$ cat config.mk
export PLATFORM = sky130hd
export DESIGN_NAME = dm_arbiter
export DESIGN_NICKNAME = d
export VERILOG_FILES = /design/src/rtl/dm_arbiter_pkg.sv /design/src/rtl/dm_arb_starve_cnt.sv /design/src/rtl/dm_arbiter.sv
export SDC_FILE = /design/constraint.sdc
export NUM_CORES = 1
export LEC_CHECK = 0
export ABC_AREA = 1
export BUFFER_PORTS_ARGS = -buffer_cell sky130_fd_sc_hd__buf_2
export CORE_AREA = 2 2 121 123
export DETAILED_ROUTE_END_ITERATION = 10
export DIE_AREA = 0 0 123 125
export SKIP_LAST_GASP = 1
export SYNTH_ARGS = -nofsm -noshare
export SYNTH_HDL_FRONTEND = slang
export SYNTH_HIERARCHICAL = 1
export SYNTH_SLANG_ARGS = --single-unit
$ cat constraint.sdc
create_clock -name clk -period 2.3 [get_ports clk]
set_input_delay 0.23 -clock clk [delete_from_list [all_inputs] [get_ports clk]]
set_output_delay 0.23 -clock clk [all_outputs]
set_load 0.01 [all_outputs]
$ cat src/rtl/dm_arbiter_pkg.sv
// Shared definitions for the data-memory arbiter: dm access-type codes and arbiter state.
package dm_arbiter_pkg;

  localparam logic [2:0] DM_WORD              = 3'd0;
  localparam logic [2:0] DM_HALFWORD          = 3'd1;
  localparam logic [2:0] DM_HALFWORD_UNSIGNED = 3'd2;
  localparam logic [2:0] DM_BYTE              = 3'd3;
  localparam logic [2:0] DM_BYTE_UNSIGNED     = 3'd4;

  typedef enum logic {
    ARB_CPU_OWN   = 1'b0,
    ARB_DBG_FORCE = 1'b1
  } arb_state_e;

endpackage

$ cat src/rtl/dm_arb_starve_cnt.sv
// Counts consecutive denied DBG cycles; hit_o fires on the denial that reaches the limit.
module dm_arb_starve_cnt #(
  parameter int unsigned STARVE_LIMIT = 8
) (
  input  logic clk,
  input  logic rst,
  input  logic clr_i,
  input  logic inc_i,
  output logic hit_o
);

  localparam logic [7:0] LastCnt = 8'(STARVE_LIMIT - 1);

  logic [7:0] cnt_q, cnt_d;

  assign hit_o = inc_i & (cnt_q == LastCnt);

  always_comb begin
    cnt_d = cnt_q;
    if (clr_i || hit_o) begin
      cnt_d = 8'd0;
    end else if (inc_i && (cnt_q != LastCnt)) begin
      cnt_d = cnt_q + 8'd1;
    end
  end

  always_ff @(posedge clk or posedge rst) begin
    if (rst) begin
      cnt_q <= 8'd0;
    end else begin
      cnt_q <= cnt_d;
    end
  end

endmodule

$ cat src/rtl/dm_arbiter.sv
// Arbitrates the single-port data memory between the MEM stage (priority) and a debug port,
// with a starvation-forced DBG slot and registered DBG read return.
module dm_arbiter
  import dm_arbiter_pkg::*;
#(
  parameter int unsigned STARVE_LIMIT = 8,
  parameter int unsigned DM_WORDS     = 128
) (
  input  logic        clk,
  input  logic        rst,
  input  logic        cpu_req_i,
  input  logic        cpu_we_i,
  input  logic [2:0]  cpu_type_i,
  input  logic [31:0] cpu_addr_i,
  input  logic [31:0] cpu_wdata_i,
  output logic [31:0] cpu_rdata_o,
  output logic        cpu_stall_o,
  input  logic        dbg_req_i,
  input  logic        dbg_we_i,
  input  logic [2:0]  dbg_type_i,
  input  logic [31:0] dbg_addr_i,
  input  logic [31:0] dbg_wdata_i,
  output logic        dbg_gnt_o,
  output logic        dbg_rvalid_o,
  output logic [31:0] dbg_rdata_o,
  output logic        dbg_err_o,
  output logic        dm_wr_o,
  output logic [2:0]  dm_type_o,
  output logic [31:0] dm_addr_o,
  output logic [31:0] dm_din_o,
  input  logic [31:0] dm_dout_i
);

  localparam logic [31:0] DmBytes = 32'(DM_WORDS * 4);

  arb_state_e  state_q, state_d;
  logic        force_st, dbg_own, dbg_oor, denied, starve_hit;
  logic        rvalid_q, rvalid_d, err_q, err_d;
  logic [31:0] rdata_q, rdata_d;

  assign force_st = (state_q == ARB_DBG_FORCE);
  // A forced slot with no DBG request leaves the CPU in charge (no grant, no stall).
  assign dbg_own  = dbg_req_i & (force_st | ~cpu_req_i);
  assign dbg_oor  = (dbg_addr_i >= DmBytes);
  assign denied   = ~force_st & cpu_req_i & dbg_req_i;

  dm_arb_starve_cnt #(
    .STARVE_LIMIT (STARVE_LIMIT)
  ) u_starve_cnt (
    .clk   (clk),
    .rst   (rst),
    .clr_i (dbg_own | ~dbg_req_i),
    .inc_i (denied),
    .hit_o (starve_hit)
  );

  always_comb begin
    dm_wr_o     = cpu_req_i & cpu_we_i;
    dm_type_o   = cpu_type_i;
    dm_addr_o   = cpu_addr_i;
    dm_din_o    = cpu_wdata_i;
    dbg_gnt_o   = 1'b0;
    cpu_stall_o = 1'b0;
    if (dbg_own) begin
      dm_wr_o     = dbg_we_i & ~dbg_oor;
      dm_type_o   = dbg_type_i;
      dm_addr_o   = dbg_addr_i;
      dm_din_o    = dbg_wdata_i;
      dbg_gnt_o   = 1'b1;
      cpu_stall_o = force_st & cpu_req_i;
    end
  end

  assign cpu_rdata_o = dm_dout_i;

  always_comb begin
    state_d = starve_hit ? ARB_DBG_FORCE : ARB_CPU_OWN;
  end

  // Reads and out-of-range accesses of either kind report back the following cycle.
  always_comb begin
    rvalid_d = 1'b0;
    err_d    = 1'b0;
    rdata_d  = rdata_q;
    if (dbg_own && (!dbg_we_i || dbg_oor)) begin
      rvalid_d = 1'b1;
      err_d    = dbg_oor;
      rdata_d  = dbg_oor ? 32'd0 : dm_dout_i;
    end
  end

  always_ff @(posedge clk or posedge rst) begin
    if (rst) begin
      state_q  <= ARB_CPU_OWN;
      rvalid_q <= 1'b0;
      err_q    <= 1'b0;
      rdata_q  <= 32'd0;
    end else begin
      state_q  <= state_d;
      rvalid_q <= rvalid_d;
      err_q    <= err_d;
      rdata_q  <= rdata_d;
    end
  end

  assign dbg_rvalid_o = rvalid_q;
  assign dbg_err_o    = err_q;
  assign dbg_rdata_o  = rdata_q;

endmodule

==> impl_metrics.yaml, run 1 <==
run_status:
  status: "completed"
place:
  dp_hpwl_mm: 10.24
  placed_cell_area_um2: 4679
  place.gp.congestion: 0.8193
  port-buffer-count: 307
clock_network:
  clk_path_buf_depth: 2
  cts_sinks: 43
  cts_tree: "built"
  root_buffer: "clkbuf_16"
  numCtsBuffers: 5
  clk-insertion-delay-late_ps: 280
  clk_pin_slew_ps: 70
  post-cts-setup-buffers: 0
  htree_levels: 2
pwr:
  power_density_nw_per_um2: 505.2
  p_total_mw: 2.458
  ir_drop_v: 0.0002790
  total_leakage_power_nw: 3.100
finish:
  drive_gt1_share_pct: 42.39
  syn2layout_area_growth_pct: 52.17
  regArea_um2: 1076
  stdcell_area_um2: 4865
  diodes: 0
  fillers: 1596
  nNetsFinal: 967
  fin_util_pct: 34.25
  multi_input_area_um2: 1551
synth:
  yosys-top-cells-count: "nand2_1 (257), nor2_1 (58), inv_1 (50)"
  yosysMostFrequentCell: "nand2_1"
  synth_seq_cells: 43
  synth_area_per_cell_um2: 6.055
  syn_nets: 701
  synthesis.area_um2: 3197
  postSynthCellCount: 528
  synth_top_area_cell: "dfrtp_1"
  ys.flop_type: "dfrtp_1"
  synth_seq_area_share_pct: 33.66
  synthArstFlopShare_pct: 100.0
  yosysTopAreaCellShare_pct: 33.66
  synthTopCellsByArea: "dfrtp_1 (34%), nand2_1 (30%), buf_4 (7.5%), nor2_1 (6.8%), inv_1 (5.9%)"
  synthDistinctLibCells: 23
  synth_edf_count: 0
  yosysWarnings: 6
global_route:
  track_usage_pct: 15.28
  grt_pass1_vias: 3557
  grt_max_degree: 70
  antenna_found_initial: 0
  grt_pass1_wl_mm: 18.33
  grt-ovfl-total: 0
critical_path:
  r2r_slack_ps: 510
  cp_max_fo: 69
  cp_data_required_time_ps: 2070
  end_kind: "output port"
  worstSetupPathType: "register to output port"
  reg2reg_from: "force_st$_DFF_PP0_"
  reg2reg_depth: 7
  critPathArrivalTime_ps: 1760
  timing.rr.end: "dbg_rdata_o[2]$_DFFE_PP0P_"
  startpoint_type: "register"
die:
  core_um2: 14200
  die_y_um: 125
  die_x_um: 123
  fp-row-count: 44
  dieArea_um2: 15380
  start_util_pct: 22.51
  io_pins: 308
sta:
  tightest_slew_ps: 644.5
  fin_crit_ps: 1987
  finalCritPeriodShare_pct: 86.38
  tns_ps: 0
  hold_viol_final: 0
  rsz0062_at_grt: "no"
  finClkSkew_ps: 4.009
  finalSetupViolCount: 0
  max_freq_mhz: 503.3
  slew_viol_final: 0
  relSlewSlack_pct: 57.03
hold_path:
  min_to: "dbg_rdata_o[22]$_DFFE_PP0P_"
  holdPathStages: 3
  hold_start: "dm_dout_i[22]"
  worst_hold_path_type: "primary input to register"
flow_run:
  maxCapViolCount: 0
drt:
  dr.first_iter.drc_count: 184
  vias_per_cell: 3.986
  drc: 0
  ant_nets: 0
  via_count: 3902
  routed_wl_mm: 12.57
  drt_pre_antenna_iters: 4
  avgRoutedWirePerCell_um: 12.84
==> sequential cells by signal (all words and copies together) (netlist names) <==
| name | count |
|---|---|
| dbg_rvalid_o | 1 |
| u_starve_cnt/cnt_q | 8 |
| dbg_rdata_o | 32 |
| force_st | 1 |
| dbg_err_o | 1 |
==> report_power, final <==
part | switching [mW] | leakage (nW) | internal, mW | total, mW
clock | 0.293 | 0.0838 | 0.512 | 0.805
combinational | 0.452 | 2.45 | 0.347 | 0.799
sequential | 0.0325 | 0.565 | 0.822 | 0.854
==> per-layer routing <==
layer	GRT usage (%)	vias to the layer above	wire [µm]
met4	1.939	0	79
li1	-	2071	-
met5	0	-	0
met1	20.44	1678	5650
met2	25.90	147	5955
met3	3.239	6	881
==> through the flow <==
stage                     cells  hold WS (ps)  setup slack [ps]
after floorplan             528         45.66             538.7
after global placement      970         117.6             257.2
after detailed placement    970         115.9             271.5
after CTS                   979         218.2             133.4
after global routing        979         231.2             162.1
final                       979         219.4             313.2
==> worst max-delay path: stages, from the launching register on <==
cell and delay [ps]:
dfrtp_1 350, inv_2 50, a21oi_4 190, buf_6 410
nand3_1 130, nand2_1 120, buf_2 140
==> layout make-up <==
cell class | count | share of cell area [%]
clock buffer | 5 | 2.572
clock inverter | 3 | 0.9002
inverter | 55 | 4.321
multi-input combinational | 374 | 31.89
sequential | 43 | 22.12
tap | 184 | 4.733
timing repair buffer | 315 | 33.46
==> cell usage in the layout (no fill, tap or decap) <==
cell | synthesis | final
buf_2 | 9 | 307
nand2_1 | 257 | 256
nor2_1 | 58 | 58
inv_1 | 50 | 50
dfrtp_1 | 43 | 43
o21ai_1 | 29 | 29
nand3_1 | 5 | 5
clkbuf_16 | 0 | 5
nor2_4 | 5 | 5
nand4_1 | 5 | 5
o21ai_0 | 4 | 4
buf_4 | 32 | 4
inv_2 | 4 | 3
nand2_2 | 2 | 3
nor3_1 | 2 | 2
clkinv_2 | 1 | 2
buf_12 | 0 | 2
xor2_1 | 2 | 2
a21oi_4 | 1 | 1
inv_4 | 0 | 1
bufinv_16 | 0 | 1
clkinv_4 | 0 | 1
dlygate4sd3_1 | 0 | 1
buf_6 | 3 | 1
nor2_2 | 1 | 1
a21oi_1 | 1 | 1
xnor2_1 | 1 | 1
ha_1 | 1 | 1
==> cell families after synthesis <==
family,synth area share (%)
and+or+nand+nor,41.41
buffers and inverters,17.89
DFF,33.66
AOI/OAI and AO/OA,5.832
xor gates and xnor gates,0.8221
adders and majority gates,0.3913
==> worst max-delay path by stage <==
stage	startpoint	endpoint	slack, ps	cells after the start
after global placement	dbg_req_i	dm_din_o[26]	260	7
after detailed placement	dbg_req_i	dm_wr_o	270	7
after global routing	force_st$_DFF_PP0_	dm_wr_o	160	6
final	force_st$_DFF_PP0_	dm_wr_o	310	6
after floorplan	force_st$_DFF_PP0_	u_starve_cnt/cnt_q[4]$_DFFE_PP0P_	540	7
after CTS	force_st$_DFF_PP0_	dm_addr_o[28]	130	6
==> repair_timing <==
item                                    in CTS  in global routing
resized for setup                            1                  1
cloned                                       0                  0
hold buffers                                 1                  0
endpoints found under the setup margin       2                  1
hold endpoints to repair                     9                  0
Note: power is estimated with default switching activity, not from simulation.
==> inputs of run 2 (changes only) <==
CORE_AREA = 2 2 118 120   (was 2 2 121 123)
DIE_AREA = 0 0 120 122   (was 0 0 123 125)
==> run 2 against run 1 <==
Effect of this change:
- non-clock buffer count up 2
- die area down 4.8%
- cell area down 0.95%
- worst setup slack better by 32 ps
- utilization up 1.4 points
- register-to-register slack better by 210 ps
- maximum frequency up 1.6%
- power down 4.7%
- sequential power about the same
- critical path depth unchanged
- final cell count down 0.31%
- critical path type unchanged
==> impl_metrics.yaml, run 2 (same netlist as run 1, synthesis figures left out) <==
run_status:
  status: "completed"
finish:
  final_cells: 976
  largest_register_ffs: 32
  diodes: 0
  final_common_cell: "buf_2"
  final_cell_mix: "buf_2 (307), nand2_1 (256), nor2_1 (58), inv_1 (50), dfrtp_1 (43)"
  drive_gt1_share_pct: 42.46
  nNetsFinal: 969
  syn2layout_area_growth_pct: 50.72
critical_path:
  cp_max_fo: 38
  critPathArrivalTime_ps: 1720
  reg2reg_from: "force_st$_DFF_PP0_"
  worstPathCellList: "inv_2 -> a21oi_4 -> buf_4 -> nand2_1 -> nand2_1 -> buf_2"
  startpoint_type: "register"
  cp_data_required_time_ps: 2070
  critical_path.endpoint: "dm_din_o[27]"
  end_kind: "output port"
  slowest_stage: "buf_4"
  max_stage_delay_ps: 400
  timing.rr.end: "dbg_rdata_o[7]$_DFFE_PP0P_"
  worst_path_most_repeated_cell: "nand2_1"
  r2r_slack_ps: 720
  cp-startpoint: "force_st$_DFF_PP0_"
  reg2reg_depth: 7
  worstSetupPathType: "register to output port"
die:
  io_pins: 308
  die_x_um: 120
  die_y_um: 122
  dieArea_um2: 14640
  fp-row-count: 43
  start_util_pct: 23.67
  core_um2: 13500
drt:
  avgRoutedWirePerCell_um: 12.46
  vias_per_cell: 4.059
  via_count: 3962
  drt_pre_antenna_iters: 4
  ant_nets: 0
  dr.first_iter.drc_count: 148
  drc: 0
  routed_wl_mm: 12.16
global_route:
  grt-ovfl-total: 0
  track_usage_pct: 15.85
  grt_max_degree: 66
  grt_pass1_wl_mm: 18.43
  grt_pass1_vias: 3723
  antenna_found_initial: 0
sta:
  tightest_slew_ps: 633.8
  fin_crit_ps: 1955
  finalSetupViolCount: 0
  hold_viol_final: 0
  finalCritPeriodShare_pct: 84.98
  relSlewSlack_pct: 57.75
  hold_slack_ps: 220.1
  max_freq_mhz: 511.6
  fin_ws_ps: 345.4
  tns_ps: 0
  finClkSkew_ps: 6.799
  rsz0062_at_grt: "no"
  slew_viol_final: 0
clock_network:
  clk_pin_slew_ps: 60
  root_buffer: "clkbuf_16"
  numCtsBuffers: 5
  clk_path_buf_depth: 2
  cts_tree: "built"
  cts_resized: 0
  post-cts-setup-buffers: 0
  htree_levels: 2
  cts_sinks: 43
  clk-insertion-delay-late_ps: 280
pwr:
  total_leakage_power_nw: 3.088
  ir_drop_v: 0.0002935
  power_density_nw_per_um2: 486.3
place:
  place.gp.congestion: 0.9308
  port-buffer-count: 307
  dpl.cell_count: 968
  dp_slack_ps: 634.6
  dp_hpwl_mm: 9.947
flow_run:
  maxCapViolCount: 0
hold_path:
  worst_hold_path_type: "primary input to register"
## run 2: cell types whose count changed in the layout (fill, tap and decap cells not counted), sizes merged
cell / before / now
clkbuf: 5 / 6
clkinv: 3 / 2
buf: 314 / 316
bufinv: 1 / 0
## run 2: metrics by stage
| stage | util, % | cell area [µm²] | power (mW) |
|---|---|---|---|
| floorplan | - | 3197 | 1.289 |
| global placement | 34.54 | 4664 | 1.658 |
| CTS | 35.68 | 4818 | 2.383 |
| global route | 35.68 | 4818 | 2.519 |
| detailed placement | 34.54 | 4664 | 1.663 |
| finish | 35.68 | 4818 | 2.343 |
## run 2: critical path, delay by kind of cell (launching register included)
kind | cells | cell delay, ps
compound gates | 1 | 250
buf+inv | 3 | 610
simple gates | 2 | 220
flops | 1 | 360
## run 2: how the worst min path moves through the flow
stage	from	endpoint	slack, ps	cells past startpoint
after floorplan	rst	u_starve_cnt/cnt_q[0]$_DFFE_PP0P_	50	1
after global placement	rst	dbg_rdata_o[8]$_DFFE_PP0P_	150	2
after detailed placement	rst	dbg_rdata_o[8]$_DFFE_PP0P_	150	2
after CTS	dm_dout_i[8]	dbg_rdata_o[8]$_DFFE_PP0P_	220	3
after global routing	dm_dout_i[4]	dbg_rdata_o[4]$_DFFE_PP0P_	220	3
final	dm_dout_i[8]	dbg_rdata_o[8]$_DFFE_PP0P_	220	3
## run 2: routing by layer
| layer | global-route usage [%] | share of wire [%] | up-vias |
|---|---|---|---|
| met2 | 26.49 | 46 | 172 |
| met5 | 0 | 0 | - |
| met1 | 19.60 | 42 | 1696 |
| met4 | 4.338 | 2.1 | 0 |
| li1 | - | - | 2070 |
| met3 | 5.197 | 9.8 | 24 |
## run 2: timing repair
| action | in CTS | in global routing |
|---|---|---|
| hold buffers | 1 | 0 |
| hold endpoints to repair | 12 | 0 |
| setup endpoints to repair | 0 | 0 |
## run 2: cell type report
type | count | area (µm²)
Clock inverter | 1 | 5.005
Tap cell | 180 | 225.2
Multi-Input combinational cell | 374 | 1551
Timing Repair Buffer | 317 | 1614
Inverter | 55 | 207.7
Fill cell | 1545 | 8686
Sequential cell | 43 | 1076
Clock buffer | 6 | 138.9
## run 2: report_power, final
| part | internal [mW] | switching, mW | leakage [nW] |
|---|---|---|---|
| clock | 0.424 | 0.273 | 0.0727 |
| sequential | 0.822 | 0.0296 | 0.565 |
| combinational | 0.345 | 0.450 | 2.45 |
==> inputs of run 3 (changes only) <==
ABC_AREA = 0   (was 1)
CORE_AREA = 2 2 119 121   (was 2 2 118 120)
DIE_AREA = 0 0 121 123   (was 0 0 120 122)
clock period = 1.8 ns   (was 2.3 ns; I/O delays follow)
==> run 3 against run 2 <==
Effect of this change:
- clock power is 29% higher
- largest power group unchanged
- synthesized cell count is 26% lower
- utilization is 0.69 points lower
- sequential share of layout area is 0.26 points higher
- critical path depth stayed put
- wire length is 1.8% lower
- final cell count is 12% lower
- worst setup slack worse by 320 ps
- non-clock buffer count is 13 higher
- critical endpoint is now dm_wr_o
- sequential power is 14% higher
==> impl_metrics.yaml, run 3 <==
critical_path:
  slowest_stage: "dfrtp_1"
  critical_path.endpoint: "dm_wr_o"
  worstPathCellList: "o21ai_4 -> buf_6 -> buf_12 -> and3_4 -> a31o_1 -> buf_4"
  cp_data_required_time_ps: 1620
  end_kind: "output port"
  cp_top_family: "flip-flops"
  cp_max_fo: 12
  critPathArrivalTime_ps: 1600
  r2r_slack_ps: 180
  max_stage_delay_ps: 410
  worst-path-buf-inv: 3
  worstSetupPathType: "register to output port"
  cp-startpoint: "force_st$_DFF_PP0_"
  reg2reg_from: "force_st$_DFF_PP0_"
  timing.rr.end: "u_starve_cnt/cnt_q[7]$_DFFE_PP0P_"
  crit_cells: 6
  startpoint_type: "register"
  reg2reg_depth: 6
drt:
  drc: 0
  ant_nets: 0
  vias_per_cell: 4.162
  routed_wl_mm: 11.94
  via_count: 3563
  avgRoutedWirePerCell_um: 13.95
  dr.first_iter.drc_count: 162
  drt_pre_antenna_iters: 4
synth:
  synth_seq_area_share_pct: 37.17
  syn_nets: 566
  synth_edf_count: 0
  synth_seq_cells: 43
  synth_top_area_cell: "dfrtp_1"
  postSynthCellCount: 393
  yosysMostFrequentCell: "nand2_1"
  synthDistinctLibCells: 34
  synthArstFlopShare_pct: 100.0
  synthTopCellsByArea: "dfrtp_1 (37%), nand2_1 (27%), a22o_1 (9.7%), buf_4 (8.6%), clkbuf_1 (1.6%)"
  yosys-top-cells-count: "nand2_1 (208), dfrtp_1 (43), buf_4 (33)"
  ys.flop_type: "dfrtp_1"
  yosysTopAreaCellShare_pct: 37.17
  synthesis.area_um2: 2895
  yosysWarnings: 6
  synth_area_per_cell_um2: 7.367
pwr:
  power_density_nw_per_um2: 555.7
  ir_drop_v: 0.0003491
  total_leakage_power_nw: 2.924
  p_total_mw: 2.647
die:
  start_util_pct: 21.27
  io_pins: 308
  die_y_um: 123
  dieArea_um2: 14880
  fp-row-count: 43
  die_x_um: 121
  core_um2: 13610
sta:
  max_freq_mhz: 563.1
  rsz0062_at_grt: "yes"
  hold_slack_ps: 123.2
  finClkSkew_ps: 3.972
  fin_ws_ps: 24.08
  hold_viol_final: 0
  finalCritPeriodShare_pct: 98.66
  fin_crit_ps: 1776
  tightest_slew_ps: 465.3
  relSlewSlack_pct: 68.98
  slew_viol_final: 0
  finalSetupViolCount: 0
global_route:
  grt_max_degree: 49
  grt_pass1_wl_mm: 17.04
  grt_pass1_vias: 3217
  antenna_found_initial: 0
  track_usage_pct: 14.65
  grt-ovfl-total: 0
place:
  place.gp.congestion: 0.7584
  dpl.cell_count: 837
  dp_hpwl_mm: 8.973
  port-buffer-count: 307
  dp_slack_ps: -31.53
finish:
  syn2layout_area_growth_pct: 64.52
  final_cells: 856
  drive_gt1_share_pct: 52.07
  largest_register_ffs: 32
  final_common_cell: "buf_2"
  diodes: 0
  final_cell_mix: "buf_2 (306), nand2_1 (207), dfrtp_1 (43), a22o_1 (32), buf_4 (12)"
  nNetsFinal: 848
clock_network:
  clk_pin_slew_ps: 60
  numCtsBuffers: 5
  cts_sinks: 43
  cts_tree: "built"
  clk-insertion-delay-late_ps: 280
  clk_path_buf_depth: 2
  root_buffer: "clkbuf_16"
  htree_levels: 2
flow_run:
  maxCapViolCount: 0
run_status:
  status: "completed"
hold_path:
  worst_hold_path_type: "primary input to register"
==> run 3: changes by cell type after synthesis, sizes merged, moves of 2 or more <==
cell   previous run  this run
a22o              0        32
inv              54         8
nand2           259       208
nor2             64         7
nor4              0         6
o21ai            33         6
o31ai             0         2
or3               0         3
==> run 3: cells by family after synthesis <==
| kind of cell | count (synthesis) | share of synthesized area (%) |
|---|---|---|
| and+or+nand+nor | 237 | 34.66 |
| buffers and inverters | 63 | 13.48 |
| AOI/OAI and AO/OA | 46 | 13.35 |
| DFF | 43 | 37.17 |
| xor gates and xnor gates | 3 | 0.9077 |
| adders and majority gates | 1 | 0.4321 |
==> run 3: area by class of cell <==
cell class / count / area (µm²)
Tap cell: 180 / 225.2
Multi-Input combinational cell: 287 / 1444
Inverter: 8 / 32.53
Clock inverter: 3 / 23.77
Clock buffer: 5 / 125.1
Timing Repair Buffer: 330 / 1837
Sequential cell: 43 / 1076
Fill cell: 1460 / 8848
==> run 3: worst min path at each step <==
stage | cells past startpoint | slack [ps] | startpoint | to
global placement | 2 | 170 | rst | u_starve_cnt/cnt_q[0]$_DFFE_PP0P_
global route | 2 | 120 | dm_dout_i[2] | dbg_rdata_o[2]$_DFFE_PP0P_
finish | 2 | 120 | dm_dout_i[3] | dbg_rdata_o[3]$_DFFE_PP0P_
detailed placement | 2 | 170 | rst | u_starve_cnt/cnt_q[0]$_DFFE_PP0P_
floorplan | 1 | -4 | rst | u_starve_cnt/cnt_q[0]$_DFFE_PP0P_
CTS | 2 | 120 | dm_dout_i[19] | dbg_rdata_o[19]$_DFFE_PP0P_
==> run 3: where the power goes <==
part	total (mW)	internal [mW]	switching [mW]
Clock	0.900	0.518	0.382
Combinational	0.776	0.362	0.414
Sequential	0.971	0.969	0.00194
==> run 3: per-stage QoR <==
step | setup TNS, ps | area (µm²) | utilization [%]
after floorplan | 0 | 2895 | -
after global placement | 0 | 4432 | 32.56
after detailed placement | -348.1 | 4432 | 32.56
after CTS | -442.4 | 4673 | 34.33
after global routing | -303.1 | 4763 | 34.99
final | 0 | 4763 | 34.99
==> run 3: repair_timing <==
item	4_1_cts	5_1_grt
buffers inserted	2	4
hold endpoints to repair	8	0
cloned	2	2
resized for setup	3	6
pin swaps	1	1
hold buffers	1	0
setup endpoints to repair	5	57
==> run 3: routing by layer <==
layer	up-vias	wire (µm)	global-route usage [%]	part of all wire, %
li1	1809	-	-	-
met4	0	40	2.108	0.34
met1	1584	4989	18.07	42
met3	6	836	3.183	7.0
met5	-	0	0	0
met2	164	6073	26.72	51
